File: src/rtl/light_display.sv
// light_display: display stage for one traffic-light direction.
// Converts the captured countdown to BCD with a sequential subtract-by-ten
// loop. It scans a 4-digit active-low 7-segment display and drives the lamp
// LEDs. The green lamp blinks while the last three seconds of GREEN run down.
module light_display #(
    parameter int SCAN_DIV  = 50000,
    parameter int BLINK_DIV = 12500000
) (
    input  logic       clk,
    input  logic       rst,
    input  logic [1:0] light,
    input  logic [4:0] lightTime,
    input  logic       feedback,
    output logic [6:0] seg,
    output logic [3:0] an,
    output logic       dp,
    output logic [2:0] led
);

    localparam int SCAN_W  = (SCAN_DIV  > 1) ? $clog2(SCAN_DIV)  : 1;
    localparam int BLINK_W = (BLINK_DIV > 1) ? $clog2(BLINK_DIV) : 1;

    localparam logic [1:0] L_RED    = 2'b00;
    localparam logic [1:0] L_YELLOW = 2'b01;
    localparam logic [1:0] L_GREEN  = 2'b10;

    localparam logic [6:0] BLANK = 7'h7F;

    typedef enum logic {IDLE, CONV} state_t;

    // Captured inputs
    logic [1:0]         light_q;
    logic [4:0]         lt_q;

    // BCD converter
    state_t             state_q;
    logic [4:0]         rem_q;
    logic [1:0]         tens_q;
    logic [4:0]         conv_src_q;
    logic [1:0]         disp_tens_q;
    logic [3:0]         disp_ones_q;

    // Scan and blink timing
    logic [SCAN_W-1:0]  scan_cnt_q, scan_cnt_d;
    logic [1:0]         idx_q, idx_d;
    logic [BLINK_W-1:0] blink_cnt_q, blink_cnt_d;
    logic               phase_q, phase_d;
    logic               flash_q, flash_d;

    // Registered outputs
    logic [6:0]         seg_q, seg_d;
    logic [3:0]         an_q, an_d;
    logic               dp_q, dp_d;
    logic [2:0]         led_q, led_d;

    // Look-ahead of the displayed digits so a digit update and a scan
    // wrap on the same edge show the new value in the new slot.
    logic               disp_upd;
    logic [1:0]         tens_nx;
    logic [3:0]         ones_nx;
    logic               scan_wrap;
    logic               blink_wrap;

    function automatic logic [6:0] digit7(input logic [3:0] d);
        logic [6:0] s;
        case (d)
            4'd0:    s = 7'h40;
            4'd1:    s = 7'h79;
            4'd2:    s = 7'h24;
            4'd3:    s = 7'h30;
            4'd4:    s = 7'h19;
            4'd5:    s = 7'h12;
            4'd6:    s = 7'h02;
            4'd7:    s = 7'h78;
            4'd8:    s = 7'h00;
            4'd9:    s = 7'h10;
            default: s = BLANK;
        endcase
        return s;
    endfunction

    function automatic logic [6:0] glyph7(input logic [1:0] l);
        logic [6:0] s;
        case (l)
            L_GREEN:  s = 7'h42;
            L_YELLOW: s = 7'h11;
            L_RED:    s = 7'h2F;
            default:  s = 7'h3F;
        endcase
        return s;
    endfunction

    // Register the controller outputs; everything downstream uses these copies
    always_ff @(posedge clk) begin
        if (rst) begin
            light_q <= 2'b00;
            lt_q    <= 5'd0;
        end else begin
            light_q <= light;
            lt_q    <= lightTime;
        end
    end

    // BCD FSM: repeated subtract-by-ten, commits both digits together at the end
    always_ff @(posedge clk) begin
        if (rst) begin
            state_q     <= IDLE;
            conv_src_q  <= 5'd0;
            disp_tens_q <= 2'd0;
            disp_ones_q <= 4'd0;
        end else begin
            case (state_q)
                IDLE: begin
                    if (lt_q != conv_src_q) begin
                        rem_q      <= lt_q;
                        conv_src_q <= lt_q;
                        tens_q     <= 2'd0;
                        state_q    <= CONV;
                    end
                end
                CONV: begin
                    if (rem_q >= 5'd10) begin
                        rem_q  <= rem_q - 5'd10;
                        tens_q <= tens_q + 2'd1;
                    end else begin
                        disp_tens_q <= tens_q;
                        disp_ones_q <= rem_q[3:0];
                        state_q     <= IDLE;
                    end
                end
                default: state_q <= IDLE;
            endcase
        end
    end

    // Next-state for scan, blink and the registered display outputs
    always_comb begin
        disp_upd = (state_q == CONV) && (rem_q < 5'd10);
        tens_nx  = disp_upd ? tens_q     : disp_tens_q;
        ones_nx  = disp_upd ? rem_q[3:0] : disp_ones_q;

        scan_wrap  = (scan_cnt_q == SCAN_W'(SCAN_DIV - 1));
        scan_cnt_d = scan_wrap ? '0 : scan_cnt_q + 1'b1;
        idx_d      = scan_wrap ? idx_q + 2'd1 : idx_q;

        blink_wrap  = (blink_cnt_q == BLINK_W'(BLINK_DIV - 1));
        blink_cnt_d = blink_cnt_q + 1'b1;
        phase_d     = phase_q;
        flash_d     = flash_q;
        if (feedback) begin
            blink_cnt_d = '0;
            phase_d     = 1'b1;
            flash_d     = 1'b1;
        end else if (blink_wrap) begin
            blink_cnt_d = '0;
            phase_d     = ~phase_q;
            flash_d     = 1'b0;
        end

        case (idx_d)
            2'd0:    seg_d = digit7(ones_nx);
            2'd1:    seg_d = (tens_nx == 2'd0) ? BLANK : digit7({2'b00, tens_nx});
            2'd2:    seg_d = BLANK;
            default: seg_d = glyph7(light_q);
        endcase
        an_d = ~(4'b0001 << idx_d);
        dp_d = ~(flash_d && (idx_d == 2'd3));

        led_d = 3'b000;
        case (light_q)
            L_RED:    led_d = 3'b100;
            L_YELLOW: led_d = 3'b010;
            L_GREEN:  led_d = {2'b00, ((lt_q >= 5'd1) && (lt_q <= 5'd3)) ? phase_q : 1'b1};
            default:  led_d = 3'b000;
        endcase
    end

    // Scan/blink counters and output registers
    always_ff @(posedge clk) begin
        if (rst) begin
            scan_cnt_q  <= '0;
            idx_q       <= 2'd0;
            blink_cnt_q <= '0;
            phase_q     <= 1'b1;
            flash_q     <= 1'b0;
            seg_q       <= BLANK;
            an_q        <= 4'b1111;
            dp_q        <= 1'b1;
            led_q       <= 3'b000;
        end else begin
            scan_cnt_q  <= scan_cnt_d;
            idx_q       <= idx_d;
            blink_cnt_q <= blink_cnt_d;
            phase_q     <= phase_d;
            flash_q     <= flash_d;
            seg_q       <= seg_d;
            an_q        <= an_d;
            dp_q        <= dp_d;
            led_q       <= led_d;
        end
    end

    assign seg = seg_q;
    assign an  = an_q;
    assign dp  = dp_q;
    assign led = led_q;

endmodule

File: config.mk
export PLATFORM = sky130hd
export DESIGN_NAME = light_display
export DESIGN_NICKNAME = d
export VERILOG_FILES = /design/src/rtl/light_display.sv
export SDC_FILE = /design/constraint.sdc
export NUM_CORES = 1
export LEC_CHECK = 0
export BUFFER_PORTS_ARGS = -buffer_cell sky130_fd_sc_hd__buf_4
export CAP_MARGIN = 40
export CELL_PAD_IN_SITES_DETAIL_PLACEMENT = 0
export CELL_PAD_IN_SITES_GLOBAL_PLACEMENT = 1
export CORE_MARGIN = 5
export CORE_UTILIZATION = 42
export DETAILED_ROUTE_END_ITERATION = 10
export PLACE_DENSITY_LB_ADDON = 0.15
export SLEW_MARGIN = 20
export SYNTH_ARGS = -nofsm -noshare
export SYNTH_HDL_FRONTEND = slang
export SYNTH_SLANG_ARGS = --single-unit
File: constraint.sdc
create_clock -name clk -period 2.8 [get_ports clk]
set_clock_uncertainty 0.05 [all_clocks]
set_input_delay 0.56 -clock clk [delete_from_list [all_inputs] [get_ports clk]]
set_output_delay 0.56 -clock clk [all_outputs]
set_load 0.05 [all_outputs]
==> results of run 1 <==
-- worst max-delay path, stage by stage, from the launching register on --
cell	delay, ns
dfxtp_1	0.34
ha_2	0.19
nand3_2	0.09
nand4b_1	0.33
nor2_1	0.21
xnor2_1	0.16
inv_1	0.11
ha_2	0.20
or3_4	0.40
a31o_2	0.25
o21ai_0	0.08
o31ai_1	0.10
-- power breakdown --
group | switching [mW] | internal, mW
clock | 0.426 | 0.368
combinational | 0.317 | 0.197
sequential | 0.0483 | 1.30
-- layer usage --
metal  GRT usage, %  up-vias
met4           6.03        0
li1               -     1588
met2           25.2       43
met3           2.59       14
met1           20.9     1446
met5              0        -
-- sequential cells by signal (all words and copies together), names as in the netlist, 4 cells and up --
signal and flops:
scan_cnt_q 16, seg 7, blink_cnt_q 24, an 4
lt_q 5, conv_src_q 5, disp_ones_q 4, rem_q 5
-- placed cells by master, fill, tap and decap left out, drive strengths merged, types with 2 or more instances in the layout --
cell,netlist,routed
a31oi,2,2
nand4,12,12
nand4b,2,2
a21boi,2,2
a211oi,4,4
nand3,23,23
edfxtp,7,7
clkinv,1,4
buf,6,45
o21ai,17,17
nor3,9,9
o31ai,4,4
ha,21,21
or3,5,5
a21oi,14,14
nor4,3,3
nand2,31,31
and3,11,11
xor2,25,25
nand2b,2,2
and4,4,4
o21a,2,2
inv,13,14
dfxtp,78,78
mux2i,7,7
o211ai,2,2
and2b,2,2
clkbuf,5,11
nor2b,12,12
xnor2,19,19
a21o,2,2
nor2,64,64
nor4b,5,5
-- final cells by class --
type                    count  area [sq um]  share of cell area (%)
multi-input cells         321          2110                    45.8
inverters                  14          52.6                    1.14
well taps                 129           161                    3.50
clock buffers              11           153                    3.31
repair buffers             45           335                    7.28
clock inverters             4          21.3                   0.462
flip-flops and latches     85          1770                    38.5
-- through the flow --
stage / power (mW) / cell area (sq um) / hold slack, ns / TNS [ns] / cells
3_5_place_dp: 1.88 / 4390 / 0.416 / 0 / 591
2_1_floorplan: 1.71 / 3970 / 0.388 / 0 / 431
6_report: 2.66 / 4610 / 0.370 / 0 / 609
4_1_cts: 2.68 / 4560 / 0.355 / 0 / 606
5_1_grt: 2.79 / 4610 / 0.369 / -0.0123 / 609
3_3_place_gp: 1.88 / 4380 / 0.407 / 0 / 590
-- final timing paths --
kind	to	from
hold / removal	lt_q[1]	lightTime[1]
setup reg to reg	seg[3]	scan_cnt_q[0]
hold reg to reg	flash_q	flash_q
setup / recovery	seg[3]	scan_cnt_q[0]
-- what timing repair did --
item | CTS | global route
endpoints found under the setup margin | 0 | 6
buffers inserted | 0 | 3
resized for setup | 0 | 6
hold endpoints to repair | 0 | 0
-- logic make-up (layout without fill, tap and decap cells) --
logic type	after synthesis	count (layout)
buf+inv	25	74
mux	7	7
fa+ha+maj	21	21
simple gates	190	190
compound gates	59	59
xor+xnor	44	44
flops	85	85
==> impl_table.tex, run 1 <==
\begin{tabular}{lr}
\hline
Metric & Value \\
\hline
\multicolumn{2}{l}{\textbf{CTS}} \\
CTS tree & yes \\
Insertion delay to the later sink of the worst-skew pair & 0.34 ns \\
Reg clk slew, reported paths & 0.08 ns \\
Clock buffer count from CTS & 9 \\
Maximum buffer depth of the clock tree & 2 \\
Clock sink total & 85 \\
CTS Root Cell & clkbuf\_8 \\
CTS Hold Bufs & 0 \\
Number of H-tree levels & 3 \\
\multicolumn{2}{l}{\textbf{Route}} \\
Routed wire length on met3 & 231 um \\
Met2 routed WL & 3.95 mm \\
Detailed Route Iter0 Violations & 105 \\
Drt pass-1 iters & 4 \\
Top Layer Used & met4 \\
Drt wl/cell & 14.0 um \\
Number of nets with antenna violations after routing & 0 \\
Final wirelength & 8.54 mm \\
Via density per instance & 5.08 \\
Via count & 3091 \\
Number of remaining DRC errors & 0 \\
M1 WL & 4.22 mm \\
\multicolumn{2}{l}{\textbf{Worst setup path}} \\
Top fanout value on the critical path & 5 \\
Path type of the worst setup path & reg -> reg \\
WP data arrival & 2.81 ns \\
Reg2reg setup slack & 0.16 ns \\
Req. time, crit path & 2.98 ns \\
Startpoint Class & flop \\
Critical Path End Type & flop \\
Path depth of the worst reg2reg path & 11 \\
\multicolumn{2}{l}{\textbf{STA}} \\
Clock period minus final worst setup slack & 2.64 ns \\
Highest clock rate & 379 MHz \\
Final slew viol count & 0 \\
Slew at the pin closest to its max-slew limit & 0.543 ns \\
Setup repair after global routing missed its margin & yes \\
Crit path setup slack, layout & 0.164 ns \\
Worst max-slew margin expressed relative to the limit & 63.6\% \\
Endpoints failing setup & 0 \\
Count of endpoints failing hold in the final timing report & 0 \\
Crit share post-route & 94.1\% \\
\multicolumn{2}{l}{\textbf{Place}} \\
Post-detailed-placement half-perimeter wirelength & 6.24 mm \\
Worst slack after detailed placement & 0.105 ns \\
Last weighted congestion value of the routability-driven placer & 0.915 \\
Port buffer count & 24 \\
\multicolumn{2}{l}{\textbf{Synthesis}} \\
Simple-gate share of the synthesized area & 24.9\% \\
Combinational family with the most area after synthesis & simple AND/OR/NAND/NOR gates \\
Syn Area/Cell & 9.21 sq um \\
Yosys cell types & 59 \\
Post-synthesis async set-or-reset flop share & 0\% \\
Top cells by area, synth & dfxtp\_1 (39\%), ha\_1 (6.6\%), nor2\_1 (6.0\%) \\
Warnings, synthesis & 0 \\
Most instantiated library cell after synthesis & dfxtp\_1 \\
Number of synthesized register bits & 85 \\
Portion of the post-synthesis area used by sequential elements & 44.6\% \\
Post-synthesis compound-gate area fraction & 9.55\% \\
Library cell with the largest summed area after synthesis & dfxtp\_1 \\
Number of nets produced by synthesis & 462 \\
Share of synthesized cell area in full adder, half adder and majority cells & 6.62\% \\
Number of synthesized flops with an enable pin & 7 \\
Share of Yosys cell area claimed by the top area cell type & 39.3\% \\
Area of the mapped netlist & 3970 sq um \\
Share of cell area taken by muxes after synthesis & 1.76\% \\
Post-synthesis instance total & 431 \\
Ys flop type & dfxtp\_1 \\
Post-synthesis xor/xnor area fraction & 9.71\% \\
Top cells by instance count after synthesis & dfxtp\_1 (78), nor2\_1 (63), nand2\_1 (31) \\
\multicolumn{2}{l}{\textbf{GRT}} \\
Via count of the first global-routing pass & 2998 \\
Wire length of the first global-routing pass & 14.5 mm \\
Antenna violations before repair & 0 \\
GRT Util Overall & 15.6\% \\
Largest net degree at the start of global routing & 24 \\
Total overflow reported by the global router & 0 \\
\multicolumn{2}{l}{\textbf{Floorplan}} \\
Area of the core & 9240 sq um \\
I/O pin count & 25 \\
Floorplan die height & 107 um \\
Overall die width & 107 um \\
Overall die area & 11500 sq um \\
Core Rows & 35 \\
Initial standard-cell utilization of the core & 43.0\% \\
\multicolumn{2}{l}{\textbf{Pwr}} \\
Static power due to leakage & 1.83 nW \\
Worst vdd rail ir drop & 289 uV \\
PD cells & 577 nW/um\^{}2 \\
\multicolumn{2}{l}{\textbf{Finish}} \\
Total Nets Final & 507 \\
Relative area change from synthesis to final layout & 16.0\% \\
Filler cell count in the final layout & 871 \\
Layout cell share with drive strength beyond 1 & 15.8\% \\
Number of inserted diodes & 0 \\
End-of-flow core utilization & 49.8\% \\
\multicolumn{2}{l}{\textbf{Min path}} \\
Depth of the worst hold-timing path & 2 \\
Path category of the worst min-delay check & in -> reg \\
\multicolumn{2}{l}{\textbf{Status}} \\
Outcome & completed \\
\multicolumn{2}{l}{\textbf{Run}} \\
Max Cap Violations & 0 \\
\hline
\end{tabular}
No activity file was read; power rests on OpenSTA's default activity.
==> run 2: changes to the inputs <==
ABC_AREA = 1   (was unset)
CORE_UTILIZATION = 40   (was 42)
PLACE_DENSITY_LB_ADDON = 0.1   (was 0.15)
==> run 2 against run 1 <==
Net effect:
- combinational power fell by 3%
- via count grew 15%
- die area rose by 13%
- hold slack worse by 0.019 ns
- total power is 4.1% higher
- clock power is 15% higher
- setup slack gained 0.25 ns
- routed wire length is 7.5% higher
- flip-flop and latch count unchanged
==> impl_table.tex, run 2 <==
\begin{tabular}{lr}
\hline
Metric & Value \\
\hline
\multicolumn{2}{l}{\textbf{Place}} \\
Port buffer count & 24 (unchanged) \\
Post-detailed-placement half-perimeter wirelength & 6.77 mm (+8.5\%) \\
Last weighted congestion value of the routability-driven placer & 0.808 (-12\%) \\
Post-placement cell area & 4630 sq um (+5.7\%) \\
\multicolumn{2}{l}{\textbf{Synthesis}} \\
Share of cell area taken by muxes after synthesis & 0\% (-1.8 points) \\
Area of the mapped netlist & 4330 sq um (+9.1\%) \\
Post-synthesis instance total & 588 (+36\%) \\
Ys flop type & dfxtp\_1 \\
Top cells by area, synth & dfxtp\_1 (36\%), nand2\_1 (12\%), nor2\_1 (6.8\%) \\
Post-synthesis async set-or-reset flop share & 0\% (unchanged) \\
Portion of the post-synthesis area used by sequential elements & 40.9\% (-3.7 points) \\
Combinational family with the most area after synthesis & simple AND/OR/NAND/NOR gates \\
Post-synthesis compound-gate area fraction & 6.09\% (-3.5 points) \\
Top cells by instance count after synthesis & nand2\_1 (136), dfxtp\_1 (78), nor2\_1 (78) \\
Number of nets produced by synthesis & 619 (+34\%) \\
Post-synthesis xor/xnor area fraction & 2.83\% (-6.9 points) \\
Number of synthesized register bits & 85 (unchanged) \\
Syn Area/Cell & 7.37 sq um (-20\%) \\
Most instantiated library cell after synthesis & nand2\_1 \\
Number of synthesized flops with an enable pin & 7 (unchanged) \\
Warnings, synthesis & 0 (unchanged) \\
Yosys cell types & 36 (-39\%) \\
Library cell with the largest summed area after synthesis & dfxtp\_1 \\
Share of synthesized cell area in full adder, half adder and majority cells & 6.07\% (-0.55 points) \\
Simple-gate share of the synthesized area & 35.3\% (+10 points) \\
Share of Yosys cell area claimed by the top area cell type & 36.0\% (-3.3 points) \\
\multicolumn{2}{l}{\textbf{GRT}} \\
Antenna violations before repair & 0 (unchanged) \\
Total overflow reported by the global router & 0 (unchanged) \\
Largest net degree at the start of global routing & 29 (+21\%) \\
GRT Util Overall & 15.3\% (-0.37 points) \\
Wire length of the first global-routing pass & 16.1 mm (+11\%) \\
Via count of the first global-routing pass & 3523 (+18\%) \\
\multicolumn{2}{l}{\textbf{Finish}} \\
End-of-flow core utilization & 45.0\% (-4.8 points) \\
Filler cell count in the final layout & 1137 (+31\%) \\
Final design area excluding fillers & 4840 sq um (+5.1\%) \\
Layout cell share with drive strength beyond 1 & 13.3\% (-2.6 points) \\
Biggest register & blink\_cnt\_q \\
Area of combinational cells with multiple inputs & 2180 sq um (+3.1\%) \\
Number of inserted diodes & 0 (unchanged) \\
Total Nets Final & 645 (+27\%) \\
Relative area change from synthesis to final layout & 11.7\% \\
Max reg flops & 24 (unchanged) \\
Storage element area & 1770 sq um (unchanged) \\
Most common cell after layout, fill and taps aside & nand2\_1 \\
Leading cell types in the layout, fill and taps excluded & nand2\_1 (136), nor2\_1 (78), dfxtp\_1 (78), inv\_1 (73), nand3\_1 (31) \\
\multicolumn{2}{l}{\textbf{Worst setup path}} \\
CP top delay family & simple AND/OR/NAND/NOR gates \\
Slowest stage cell on the critical path & edfxtp\_1 \\
Path depth of the worst reg2reg path & 16 (+5) \\
Critical Path End Type & flop \\
Path type of the worst setup path & reg -> reg \\
Startpoint Class & flop \\
CP dominant cell by count & nand2\_1 \\
Reg2reg setup slack & 0.41 ns (+0.25 ns) \\
Buffers and inverters on the worst path & 4 (+3) \\
Endpoint of the most critical register-to-register path & seg[0] \\
Launching point of the worst reg2reg path & rem\_q[2] \\
Top fanout value on the critical path & 10 (+5) \\
Critical path depth & 16 (+5) \\
CP Cell Sequence & inv\_1 > ha\_1 > inv\_1 > nand2\_2 > nand3\_4 > o21ai\_1 > inv\_1 > ha\_1 > inv\_1 > nand3\_1 > nand2\_1 > nand2\_1 > nand3\_1 > nand2\_1 > nand2\_1 > nand2\_1 \\
Crit path to & seg[0] \\
WP data arrival & 2.58 ns (-0.23 ns) \\
Worst path max stage delay & 0.42 ns (+0.02 ns) \\
Req. time, crit path & 3.00 ns (+0.02 ns) \\
Start point of the critical path & rem\_q[2] \\
\multicolumn{2}{l}{\textbf{Route}} \\
Via density per instance & 4.70 (-7.3\%) \\
Drt wl/cell & 12.1 um (-14\%) \\
M1 WL & 4.40 mm (+4.3\%) \\
Top Layer Used & met4 \\
Via count & 3565 (+15\%) \\
Number of remaining DRC errors & 0 (unchanged) \\
Drt pass-1 iters & 5 (+1) \\
Number of nets with antenna violations after routing & 0 (unchanged) \\
Met2 routed WL & 4.43 mm (+12\%) \\
Final wirelength & 9.18 mm (+7.5\%) \\
Routed wire length on met3 & 246 um (+6.5\%) \\
Detailed Route Iter0 Violations & 176 (+68\%) \\
\multicolumn{2}{l}{\textbf{Pwr}} \\
Static power due to leakage & 1.99 nW (+9.2\%) \\
Worst vdd rail ir drop & 319 uV (+10\%) \\
PD cells & 571 nW/um\^{}2 (-0.94\%) \\
\multicolumn{2}{l}{\textbf{Floorplan}} \\
Overall die area & 13000 sq um (+13\%) \\
Floorplan die height & 114 um (+6.4\%) \\
Overall die width & 114 um (+6.4\%) \\
Area of the core & 10700 sq um (+16\%) \\
I/O pin count & 25 (unchanged) \\
Core Rows & 38 (+8.6\%) \\
Initial standard-cell utilization of the core & 40.3\% (-2.7 points) \\
\multicolumn{2}{l}{\textbf{CTS}} \\
Number of H-tree levels & 3 (unchanged) \\
CTS Root Cell & clkbuf\_8 \\
Reg clk slew, reported paths & 0.08 ns (about the same) \\
Clock sink total & 85 (unchanged) \\
CTS tree & yes \\
Number of buffers inserted to repair setup after CTS & 0 (unchanged) \\
Maximum buffer depth of the clock tree & 2 (unchanged) \\
Clock buffer count from CTS & 9 (unchanged) \\
Number of gates resized after cts & 0 (unchanged) \\
CTS Hold Bufs & 0 (unchanged) \\
Insertion delay to the later sink of the worst-skew pair & 0.35 ns (about the same) \\
\multicolumn{2}{l}{\textbf{STA}} \\
Final slew viol count & 0 (unchanged) \\
Crit share post-route & 85.2\% (-8.9 points) \\
Highest clock rate & 419 MHz (+10\%) \\
Endpoints failing setup & 0 (unchanged) \\
Worst max-slew margin expressed relative to the limit & 64.2\% (+0.57 points) \\
Setup Total Neg Slack & 0 ns (unchanged) \\
Setup repair after global routing missed its margin & no \\
Clock period minus final worst setup slack & 2.39 ns (-0.250 ns) \\
Count of endpoints failing hold in the final timing report & 0 (unchanged) \\
Slew at the pin closest to its max-slew limit & 0.537 ns (-0.00634 ns) \\
\multicolumn{2}{l}{\textbf{Status}} \\
Outcome & completed \\
\multicolumn{2}{l}{\textbf{Run}} \\
Max Cap Violations & 0 (unchanged) \\
\multicolumn{2}{l}{\textbf{Min path}} \\
Path category of the worst min-delay check & in -> reg \\
\hline
\end{tabular}
run 2: cell count changes after synthesis, moves of 8 or more:
cell     before  now
nand2_2       0   11
nand3_1      23   31
xor2_1       25    6
inv_1        13   73
xnor2_1      19    8
nand2_1      31  136
inv_2         0   11
and3_1       10    0
nor2b_1      12    0
nor2_1       63   78
a21oi_1      14   28
run 2: worst reg2reg max path, cell delays in order, from the launching register on:
cell,delay (ns)
edfxtp_1,0.42
inv_1,0.12
ha_1,0.18
inv_1,0.06
nand2_2,0.12
nand3_4,0.14
o21ai_1,0.33
inv_1,0.16
ha_1,0.23
inv_1,0.06
nand3_1,0.07
nand2_1,0.08
nand2_1,0.04
nand3_1,0.06
nand2_1,0.06
nand2_1,0.05
nand2_1,0.05
run 2: cell families (layout without fill, tap and decap cells):
logic type	count (synthesis)	count (layout)
AO/OA/AOI/OAI	51	51
XOR/XNOR	14	14
adder cells (fa/ha/maj)	21	21
buffers and inverters	96	126
flip-flops	85	85
AND/OR/NAND/NOR	321	321
run 2: metrics by stage:
| step | setup slack, ns | total power [mW] | hold WS (ns) | instances |
|---|---|---|---|---|
| finish | 0.414 | 2.76 | 0.351 | 758 |
| global route | 0.152 | 2.93 | 0.332 | 758 |
| CTS | 0.408 | 2.81 | 0.326 | 758 |
| detailed placement | 0.433 | 1.88 | 0.389 | 743 |
| global placement | 0.538 | 1.88 | 0.380 | 743 |
| floorplan | 0.772 | 1.75 | 0.367 | 588 |
run 2: cell type report:
cell class                 count  area share [%]
sequential                    85            36.6
multi-input combinational    407            45.0
timing repair buffer          25            3.88
tap                          140            3.62
inverter                      86            6.67
clock buffer                  14            3.59
clock inverter                 1           0.621
run 2: where the power goes:
group / internal, mW / switching, mW / total, mW
clock: 0.488 / 0.428 / 0.916
sequential: 1.30 / 0.0476 / 1.35
combinational: 0.158 / 0.338 / 0.497
run 2: routing by layer:
metal	vias to the layer above	GRT usage (%)
met5	-	0
met4	0	4.35
met3	9	4.33
met2	36	25.4
met1	1606	19.4
li1	1914	-
run 2: worst min path at each step:
stage,from,endpoint,slack [ns],cells after the start
2_1_floorplan,scan_cnt_q[0],scan_cnt_q[0],0.37,1
3_3_place_gp,scan_cnt_q[0],scan_cnt_q[0],0.38,1
3_5_place_dp,scan_cnt_q[0],scan_cnt_q[0],0.39,1
4_1_cts,lightTime[2],lt_q[2],0.33,3
5_1_grt,lightTime[1],lt_q[1],0.33,3
6_report,lightTime[0],lt_q[0],0.35,3
